## src/rtl/sigmoid_pkg.sv

```systemverilog
// Shared types and constants for the sigmoid scheduler: tag layout, FSM states, Q-format helpers.
package sigmoid_pkg;

  localparam int unsigned SIG_LATENCY_DEF = 1;
  localparam int unsigned MAX_REQ         = 256;

  // Q16.16 reference constants
  localparam logic [31:0] ONE       = 32'h0001_0000;
  localparam logic [31:0] FLOAT_0_5 = 32'h0000_8000;

  function automatic int unsigned id_width(input int unsigned n);
    return (n > 1) ? $clog2(n) : 1;
  endfunction

  localparam int unsigned TAG_ID_W = id_width(MAX_REQ);

  typedef enum logic {IDLE, LOCK} sched_state_e;

  typedef struct packed {
    logic                v;
    logic [TAG_ID_W-1:0] id;
  } tag_t;

endpackage

```

## src/rtl/sigmoid_scheduler_rr_arbiter.sv

```systemverilog
// Pointer-rotated first-valid picker: grants the first set req bit at or after ptr, cyclically.
module rr_arbiter
  import sigmoid_pkg::*;
#(
  parameter int unsigned N  = 4,
  parameter int unsigned IW = id_width(N)
) (
  input  logic [N-1:0]  req,
  input  logic [IW-1:0] ptr,
  output logic [N-1:0]  gnt,
  output logic [IW-1:0] gnt_id
);

  logic [IW-1:0] idx;

  function automatic logic [IW-1:0] wrap_add(input logic [IW-1:0] p, input int unsigned off);
    int unsigned s;
    s = 32'(p) + off;
    if (s >= N) s = s - N;
    return IW'(s);
  endfunction

  // Scan farthest offset first so the nearest valid requester overwrites and wins.
  always_comb begin
    gnt    = '0;
    gnt_id = '0;
    idx    = '0;
    for (int unsigned i = 0; i < N; i++) begin
      idx = wrap_add(ptr, N - 1 - i);
      if (req[idx]) begin
        gnt    = N'(1) << idx;
        gnt_id = idx;
      end
    end
  end

endmodule

```

## src/rtl/sigmoid_scheduler.sv

```systemverilog
// Shares one pipelined sigmoid unit among several requesters with round-robin + burst-lock arbitration,
// tagging each issue so the result returns with its requester id after the unit's fixed latency.
module sigmoid_scheduler
  import sigmoid_pkg::*;
#(
  parameter int unsigned pDATA_WIDTH  = 32,
  parameter int unsigned pFRAC_NUM    = 16,
  parameter int unsigned pNUM_REQ     = 4,
  parameter int unsigned pMAX_BURST   = 4,
  parameter int unsigned pSIG_LATENCY = SIG_LATENCY_DEF
) (
  input  logic                            clk,
  input  logic                            rst_n,
  input  logic [pNUM_REQ-1:0]             req_valid,
  input  logic [pNUM_REQ*pDATA_WIDTH-1:0] req_data,
  output logic [pNUM_REQ-1:0]             req_ready,
  output logic                            sig_rst,
  output logic                            sig_en,
  output logic [pDATA_WIDTH-1:0]          sig_din,
  input  logic [pDATA_WIDTH-1:0]          sig_dout,
  output logic [pNUM_REQ-1:0]             rsp_valid,
  output logic [$clog2(pNUM_REQ)-1:0]     rsp_id,
  output logic [pDATA_WIDTH-1:0]          rsp_data,
  output logic                            busy
);

  localparam int unsigned IW = id_width(pNUM_REQ);
  localparam int unsigned BW = $clog2(pMAX_BURST + 1);
  localparam int unsigned LL = pSIG_LATENCY - 1;

  if (pNUM_REQ < 2 || pMAX_BURST < 1 || pSIG_LATENCY < 1 || pFRAC_NUM >= pDATA_WIDTH) begin : g_bad_cfg
    $error("sigmoid_scheduler: illegal parameter set");
  end

  sched_state_e            state_q, state_d;
  logic [IW-1:0]           owner_q, owner_d, rr_ptr_q, rr_ptr_d;
  logic [IW-1:0]           owner_nxt, arb_ptr, pick_id, gnt_id;
  logic [BW-1:0]           burst_q, burst_d;
  logic [pNUM_REQ-1:0]     pick_gnt, gnt;
  logic                    hold, issue, tags_v, rst_arm_q;
  logic [pDATA_WIDTH-1:0]  din_q, operand;
  tag_t                    tag_q [pSIG_LATENCY];

  assign owner_nxt = (owner_q == IW'(pNUM_REQ - 1)) ? '0 : owner_q + IW'(1);
  // After a lock releases, the next pick starts just past the old owner in the same cycle.
  assign arb_ptr   = (state_q == LOCK) ? owner_nxt : rr_ptr_q;
  assign hold      = (state_q == LOCK) && req_valid[owner_q] && (burst_q < BW'(pMAX_BURST));

  rr_arbiter #(.N(pNUM_REQ), .IW(IW)) u_arb (
    .req    (req_valid),
    .ptr    (arb_ptr),
    .gnt    (pick_gnt),
    .gnt_id (pick_id)
  );

  // Arbitration FSM: next state and grant.
  always_comb begin
    state_d  = state_q;
    owner_d  = owner_q;
    rr_ptr_d = rr_ptr_q;
    burst_d  = burst_q;
    gnt      = '0;
    gnt_id   = '0;
    if (!sig_rst) begin
      if (state_q == LOCK && hold) begin
        gnt     = pNUM_REQ'(1) << owner_q;
        gnt_id  = owner_q;
        burst_d = burst_q + BW'(1);
      end else begin
        if (state_q == LOCK) rr_ptr_d = owner_nxt;
        if (|pick_gnt) begin
          gnt     = pick_gnt;
          gnt_id  = pick_id;
          state_d = LOCK;
          owner_d = pick_id;
          burst_d = BW'(1);
        end else begin
          state_d = IDLE;
          burst_d = '0;
        end
      end
    end
  end

  assign issue     = |gnt;
  assign req_ready = gnt;
  assign operand   = req_data[int'(gnt_id) * int'(pDATA_WIDTH) +: pDATA_WIDTH];
  assign sig_din   = issue ? operand : din_q;
  assign sig_en    = issue | tags_v;

  always_ff @(posedge clk or negedge rst_n) begin
    if (!rst_n) begin
      state_q   <= IDLE;
      owner_q   <= '0;
      rr_ptr_q  <= '0;
      burst_q   <= '0;
      din_q     <= '0;
      rst_arm_q <= 1'b0;
      sig_rst   <= 1'b1;
    end else begin
      state_q   <= state_d;
      owner_q   <= owner_d;
      rr_ptr_q  <= rr_ptr_d;
      burst_q   <= burst_d;
      rst_arm_q <= 1'b1;
      sig_rst   <= ~rst_arm_q;
      if (issue) din_q <= operand;
    end
  end

  // Tag pipe advances in lockstep with the sigmoid enable.
  always_ff @(posedge clk or negedge rst_n) begin
    if (!rst_n) begin
      for (int unsigned i = 0; i < pSIG_LATENCY; i++) tag_q[i] <= '0;
    end else if (sig_en) begin
      tag_q[0].v  <= issue;
      tag_q[0].id <= TAG_ID_W'(gnt_id);
      for (int unsigned i = 1; i < pSIG_LATENCY; i++) tag_q[i] <= tag_q[i-1];
    end
  end

  always_comb begin
    tags_v    = 1'b0;
    rsp_valid = '0;
    for (int unsigned i = 0; i < pSIG_LATENCY; i++) tags_v = tags_v | tag_q[i].v;
    for (int unsigned i = 0; i < pNUM_REQ; i++)
      rsp_valid[i] = tag_q[LL].v && (tag_q[LL].id == TAG_ID_W'(i));
  end

  assign rsp_id   = IW'(tag_q[LL].id);
  assign rsp_data = tag_q[LL].v ? sig_dout : '0;
  assign busy     = ~sig_rst & ((|req_valid) | tags_v);

endmodule
```

## config.mk

```make
export PLATFORM = sky130hd
export DESIGN_NAME = sigmoid_scheduler
export DESIGN_NICKNAME = d
export VERILOG_FILES = /design/src/rtl/sigmoid_pkg.sv /design/src/rtl/sigmoid_scheduler_rr_arbiter.sv /design/src/rtl/sigmoid_scheduler.sv
export SDC_FILE = /design/constraint.sdc
export NUM_CORES = 1
export LEC_CHECK = 0
export CAP_MARGIN = 0
export CORE_MARGIN = 4
export CORE_UTILIZATION = 41
export DETAILED_ROUTE_END_ITERATION = 10
export PLACE_DENSITY = 0.89
export SLEW_MARGIN = 10
export SYNTH_ARGS = -nofsm -noshare
export SYNTH_HDL_FRONTEND = slang
export SYNTH_HIERARCHICAL = 1
export SYNTH_SLANG_ARGS = --single-unit
```

## constraint.sdc

```tcl
create_clock -name clk -period 8.1 [get_ports clk]
set_input_delay 1.62 -clock clk [delete_from_list [all_inputs] [get_ports clk]]
set_output_delay 1.62 -clock clk [all_outputs]
set_load 0.01 [all_outputs]
```

Word-level counts from Yosys, hierarchy flattened

Cells that the tools add are included.

Register bits after elaboration: 45
Bits in latches: 0
RAM bits: 0
Memory bits (read-only): 0
Output and inout port bits: 77
Logic and storage cells: 92
Memories kept: 0

$add $sub $neg: 9
Multiply operators: 0
Div/mod/pow operators: 0
Magnitude comparators: 10
Equal/unequal tests: 4
Shifts and indexed selects: 6
Mux-type cells: 35
Bitwise operators: 6
Reduce and logical (&&, ||, !) cells: 13

Operator list:

| operator              | count |
|---|---|
| $shiftx A128 B8 Y32   | 1 |
| $mux W32              | 2 |
| $mux W4               | 7 |
| $mux W2               | 13 |
| $shl A1 B2 Y4 const A | 5 |
| $lt A2 B3 Y1 const B  | 5 |
| $reduce_or A4 Y1      | 3 |
| $bmux W1 S2           | 5 |
| $ge A3 B3 Y1 const B  | 3 |
| $logic_not A8 Y1      | 1 |
| $sub A2 B1 Y2 const B | 4 |
| $logic_and A1 B1 Y1   | 7 |
| $mux W1               | 7 |
| $add A2 B2 Y3 const B | 2 |
| $eq A2 B2 Y1 const B  | 3 |
| $add A2 B1 Y3 const B | 1 |
| $add A3 B1 Y3 const B | 1 |
| $ge A2 B3 Y1 const B  | 1 |
| $lt A3 B3 Y1 const B  | 1 |
| $mux W3               | 1 |
| $not A1 Y1            | 3 |
| $reduce_and A3 Y1     | 1 |
| $add A2 B1 Y2 const B | 1 |
| $eq A2 B1 Y1 const B  | 1 |
| other kinds (3)       | 4 |

Logic depth before layout (Yosys ltp)

Depth in word-level cells: 18
Gate-level depth with buffers: 18

Cells and area by module

Netlist, hierarchy kept.

By module, submodules not included:

| module            | instances | cells an instance | area each (um^2) | seq. area each (um^2) |
|---|---|---|---|---|
| sigmoid_scheduler | 1         | 346               | 3,432.0          | 1,127.3 |
| rr_arbiter        | 1         | 60                | 490.5            | 0.0 |

Worst setup path after synthesis

Ideal clock, no wire load.

Path type: reg2out
Start point: register owner_q[0]
End point: output sig_din[10]
Arrival time: 4.237 ns
Data required time: 6.480 ns
Setup slack: 2.243 ns
Cell stages (with the launch flop): 19
Buffers on the path: 4
Path through: dfrtp_1 > buf_6 > inv_1 > ha_1 > mux2_2 > inv_1 > ha_1 > clkbuf_2 > mux4_2 > or4_1 > a21o_1 > o211ai_1 > nor4_1 > a211oi_1 > a31oi_1 > or3_1 > clkbuf_1 > clkbuf_1 > o221ai_1

Word-level cells in the longest chain between the ends: 18
Elaborated cells between the ends (all ways): 55
Those cells by class: add/sub: 8; order compare: 4; eq/ne: 1; shift: 6; mux: 31; reduce/logical: 5

RTL lines:

| what                                                    | line                                             | text |
|---|---|---|
| start: declaration                                      | sigmoid_scheduler.sv:36                          | `logic [IW-1:0] owner_q, owner_d, rr_ptr_q, rr_ptr_d;` |
| start signal: assignment                                | sigmoid_scheduler.sv:102                         | `owner_q <= owner_d;` |
| $add A2 B1 Y2 or $eq A2 B2 Y1 (tied branches)           | sigmoid_scheduler.sv:44                          | `assign owner_nxt = (owner_q == IW'(pNUM_REQ - 1)) ? '0 : owner_q + IW'(1);` |
| $mux W2 *                                               | sigmoid_scheduler.sv:44                          |  |
| $mux W2 *                                               | n/a                                              |  |
| named net arb_ptr[1]                                    | sigmoid_scheduler.sv:37                          | `logic [IW-1:0] owner_nxt, arb_ptr, pick_id, gnt_id;` |
| $add A2 B2 Y3                                           | sigmoid_scheduler_rr_arbiter.sv:18               | `s = 32'(p) + off;` |
| $ge A3 B3 Y1 or $sub A2 B1 Y2 (tied branches)           | sigmoid_scheduler_rr_arbiter.sv:19               | `if (s >= N) s = s - N;` |
| $mux W2                                                 | sigmoid_scheduler_rr_arbiter.sv:19               |  |
| $bmux W1 S2                                             | sigmoid_scheduler_rr_arbiter.sv:30               | `if (req[idx]) begin` |
| [4 not listed]                                          | n/a                                              |  |
| $mux W4 *                                               | sigmoid_scheduler_rr_arbiter.sv:30               |  |
| named net pick_gnt[2]                                   | sigmoid_scheduler.sv:39                          | `logic [pNUM_REQ-1:0] pick_gnt, gnt;` |
| $reduce_or A4 Y1                                        | sigmoid_scheduler.sv:71                          | `if (\|pick_gnt) begin` |
| $mux W2 or $mux W4 (tied branches)                      | sigmoid_scheduler.sv:71                          |  |
| $mux W2 or $mux W4 (tied branches)                      | sigmoid_scheduler.sv:65                          | `if (state_q == LOCK && hold) begin` |
| $mux W2 or $mux W4 (tied branches)                      | sigmoid_scheduler.sv:64                          | `if (!sig_rst) begin` |
| $shiftx A128 B8 Y32 or $reduce_or A4 Y1 (tied branches) | sigmoid_scheduler.sv:87, sigmoid_scheduler.sv:85 |  |
| $mux W32 *                                              | n/a                                              |  |
| end: declaration                                        | sigmoid_scheduler.sv:19                          | `output logic [pDATA_WIDTH-1:0] sig_din,` |

Mark *: on every way through the listed nets, which the timed path passes. The rest lies on a longest branch. The select of a mux whose other input is x is not followed.

Worst setup path in the final report

Start point: input req_valid[2]
End point: output sig_din[18]

Word-level cells in the longest chain between the ends: 12
Elaborated cells between the ends (all ways): 31
Those cells by class: shift: 1; mux: 25; reduce/logical: 5

RTL lines:

| what                                                    | line                                             | text |
|---|---|---|
| start: declaration                                      | sigmoid_scheduler.sv:14                          | `input logic [pNUM_REQ-1:0] req_valid,` |
| $bmux W1 S2                                             | sigmoid_scheduler_rr_arbiter.sv:30               |  |
| $mux W1 (implied by the code)                           | sigmoid_scheduler_rr_arbiter.sv:30               |  |
| $mux W4 (3 in series)                                   | sigmoid_scheduler_rr_arbiter.sv:30               |  |
| $mux W4 *                                               | sigmoid_scheduler_rr_arbiter.sv:30               |  |
| named net pick_gnt[2]                                   | sigmoid_scheduler.sv:39                          |  |
| $reduce_or A4 Y1                                        | sigmoid_scheduler.sv:71                          |  |
| $mux W2 or $mux W4 (tied branches)                      | sigmoid_scheduler.sv:71                          |  |
| $mux W2 or $mux W4 (tied branches)                      | sigmoid_scheduler.sv:65                          |  |
| $mux W2 or $mux W4 (tied branches)                      | sigmoid_scheduler.sv:64                          |  |
| $shiftx A128 B8 Y32 or $reduce_or A4 Y1 (tied branches) | sigmoid_scheduler.sv:87, sigmoid_scheduler.sv:85 |  |
| $mux W32 *                                              | n/a                                              |  |

Marked as above.

==> out/metrics.cfg <==
[drt]
vias_per_cell = 5.35
avgRoutedWirePerCell_um = 18.8
wl_um = 14300
drtIter0Drc = 203
vias = 4065
drt_drc_violations_left = 0
antenna_left = 0
dr.pass1.iters = 5

[clock_network]
cts-resized-gates = 0
cts_tree = done
path_clk_slew_ns = 0.10
clk_path_buf_depth = 2
post_cts_buffers = 0
htreeDepth = 2
cts-root-buf = clkbuf_8
cts_sinks = 45
clkLatencyLatePin_ns = 0.30
cts-buffers-inserted = 5
cts.hold.buffers_added = 0

[worst_hold_path]
worstHoldPathType = register to register

[power_and_ir_drop]
vdd_ir_drop_max_v = 0.000391
p_leak_uw = 0.00284
p_per_area_mw_per_mm2 = 479
power.total_uw = 3050

[setup_path]
arrival_ns = 6.11
slowest_stage = nor4_1
worst-setup-path-type = input port to output pin
critPathMaxStageDelay_ns = 0.67
cp_top_family = buffers and inverters
crit_required_ns = 6.48
worst-path-buf-inv = 3
critical_path.startpoint_type = input port
path_max_fanout = 22
path_cells = clkdlybuf4s50_1 -> mux4_2 -> and3_2 -> a41oi_1 -> o211ai_1 -> nor4_1 -> o221ai_1 -> o211ai_2 -> buf_4 -> nand2_1 -> o221ai_1 -> clkdlybuf4s50_1
worst_setup_path_end_kind = output pin

[sta]
fin_skew_ns = 0.0129
tns_ns = 0
period_share_pct = 95.4
finalHoldViolations = 0
fin_crit_ns = 7.73
max_freq_mhz = 129
tightest_slew_ns = 1.07
rsz0062_at_grt = false
maxSlewHeadroom_pct = 28.2
setup_viol = 0
drv_slew = 0

[synthesis]
synth_top_area_cell = dfrtp_1
synth_fp_nets = 585
netlist_area_mm2 = 0.00392
syn_inst = 406
synth.yosys.warnings = 6
synth-main-ff-cell = dfrtp_1
synth_edf_count = 0
synthTopCellsByArea = dfrtp_1, mux2i_1, o221ai_1
synth_seq_cells = 45
ys_types = 58
async_reset_ff_share_pct = 100
avgSynthCellArea_um2 = 9.66
yosysSeqAreaShare_pct = 28.7
synth_top_area_share_pct = 28.1

[status]
status = finished, final reports clean

[floorplan]
pin_count = 243
fp.coreArea_mm2 = 0.00928
die_area_mm2 = 0.0112
die_h_um = 106
initial_core_util_pct = 42.3
rows = 35
die_x_um = 106

[grt]
grt.overflow.total = 0
grt_use_total_pct = 24.1
antenna_found_initial = 0
grt_pass1_wl_um = 21900
grt_pass1_vias = 4163
grt_max_degree = 51

[finish]
syn2layout_area_growth_pct = 62.7
instances_no_fill = 760
drive_above_1_share_pct = 11.4
final_common_cell = clkdlybuf4s50_1
mostFrequentLayoutCells = clkdlybuf4s50_1, mux2i_1, dfrtp_1
diodes = 0
fin_nets = 809

[placed_design]
routabilityCongestion = 0.888
numPlacedInstances = 752
hpwl_um = 10800
port_buffers = 242

[run]
cap_violations = 0

power breakdown:
part / internal [uW] / switching [uW] / leakage, uW
Clock: 61.4 / 83.2 / 0.0000445
Combinational: 1220 / 1270 / 0.00224
Sequential: 339 / 71.2 / 0.000554
per-stage QoR:
step           utilization [%]  setup slack [ns]  cell area (um^2)  hold slack, ns
4_1_cts                   68.7             0.473              6380           0.360
2_1_floorplan                -              2.24              3920           0.337
3_3_place_gp              67.8             0.668              6290           0.338
6_report                  68.7             0.375              6380           0.355
5_1_grt                   68.7            0.0706              6380           0.379
3_5_place_dp              67.8             0.475              6290           0.346
cell type report:
class | count | area, um^2
clock inverter | 3 | 21.3
sequential | 45 | 1130
fill | 742 | 2900
tap | 129 | 161
multi-input combinational | 320 | 2500
inverter | 12 | 45.0
timing repair buffer | 246 | 2460
clock buffer | 5 | 68.8
cells in the mapped netlist, types with 2 or more instances:
| cell type | number |
|---|---|
| or3_1 | 2 |
| a21oi_1 | 5 |
| o21ai_0 | 7 |
| inv_1 | 12 |
| buf_6 | 7 |
| ha_1 | 13 |
| nand3_1 | 2 |
| nand4_1 | 5 |
| nand2b_1 | 2 |
| buf_2 | 3 |
| mux2_2 | 8 |
| dfrtp_1 | 44 |
| and2_1 | 32 |
| and3_2 | 2 |
| nand2_1 | 40 |
| a21o_1 | 2 |
| a31oi_1 | 4 |
| nand3b_1 | 2 |
| mux2i_1 | 74 |
| or4_1 | 2 |
| dlymetal6s2s_1 | 2 |
| or3b_2 | 2 |
| a22oi_1 | 3 |
| clkbuf_1 | 10 |
| nor3b_1 | 3 |
| mux2_4 | 3 |
| buf_12 | 4 |
| or2_2 | 32 |
| buf_4 | 2 |
| o221ai_1 | 32 |
| o211ai_1 | 2 |
| nor2_1 | 17 |
routing by layer:
layer	up-vias	routed length, um	GRT usage, %	share of wire [%]
met4	0	148	4.53	1.0
met1	1961	5810	29.3	41
met5	-	0	0	0
met2	174	7310	44.1	51
met3	12	1020	5.08	7.1
li1	1918	-	-	-
worst register-to-register path, stage by stage, from the launching register on:
cell and delay [ns]:
dfrtp_1 0.58, inv_1 0.17, ha_1 0.31, mux2_2 0.38
inv_1 0.27, ha_1 0.38, mux4_2 0.42, and3_2 0.27
a41oi_1 0.19, o211ai_1 0.16, nor4_1 0.67, o221ai_1 0.35
o211ai_2 0.49, buf_4 0.36, nand2b_1 0.13, mux2_2 0.28
registers in the layout, indices dropped and copies added (netlist names):
signal and count:
state_q 1, tags_v 1, sig_rst 1, rr_ptr_q 2, rst_arm_q 1, burst_q 3, owner_q 2, din_q 32
rsp_id 2
final timing paths:
path                                      endpoint              startpoint  slack, ns  cells past startpoint
min in group asynchronous      din_q[19]$_DFF_PN0_                   rst_n       1.51                      1
setup reg to reg             rsp_id[1]$_DFFE_PN0P_  owner_q[0]$_DFFE_PN0P_       2.61                     15
max in group asynchronous  rr_ptr_q[0]$_DFFE_PN0P_                   rst_n       5.92                      1
hold / removal                   sig_rst$_DFF_PN1_     rst_arm_q$_DFF_PN0_       0.36                      1
hold reg to reg                  sig_rst$_DFF_PN1_     rst_arm_q$_DFF_PN0_       0.36                      1
setup / recovery                       sig_din[18]            req_valid[2]       0.37                     12
kinds of logic after synthesis:
kind of cell    synth area share, %
compound gates                 14.3
fa+ha+maj                      4.15
buf+inv                        7.69
flops                          28.7
mux                            24.1
other cells                  0.0956
simple gates                   20.9
Power figures use the tool's default switching activity.
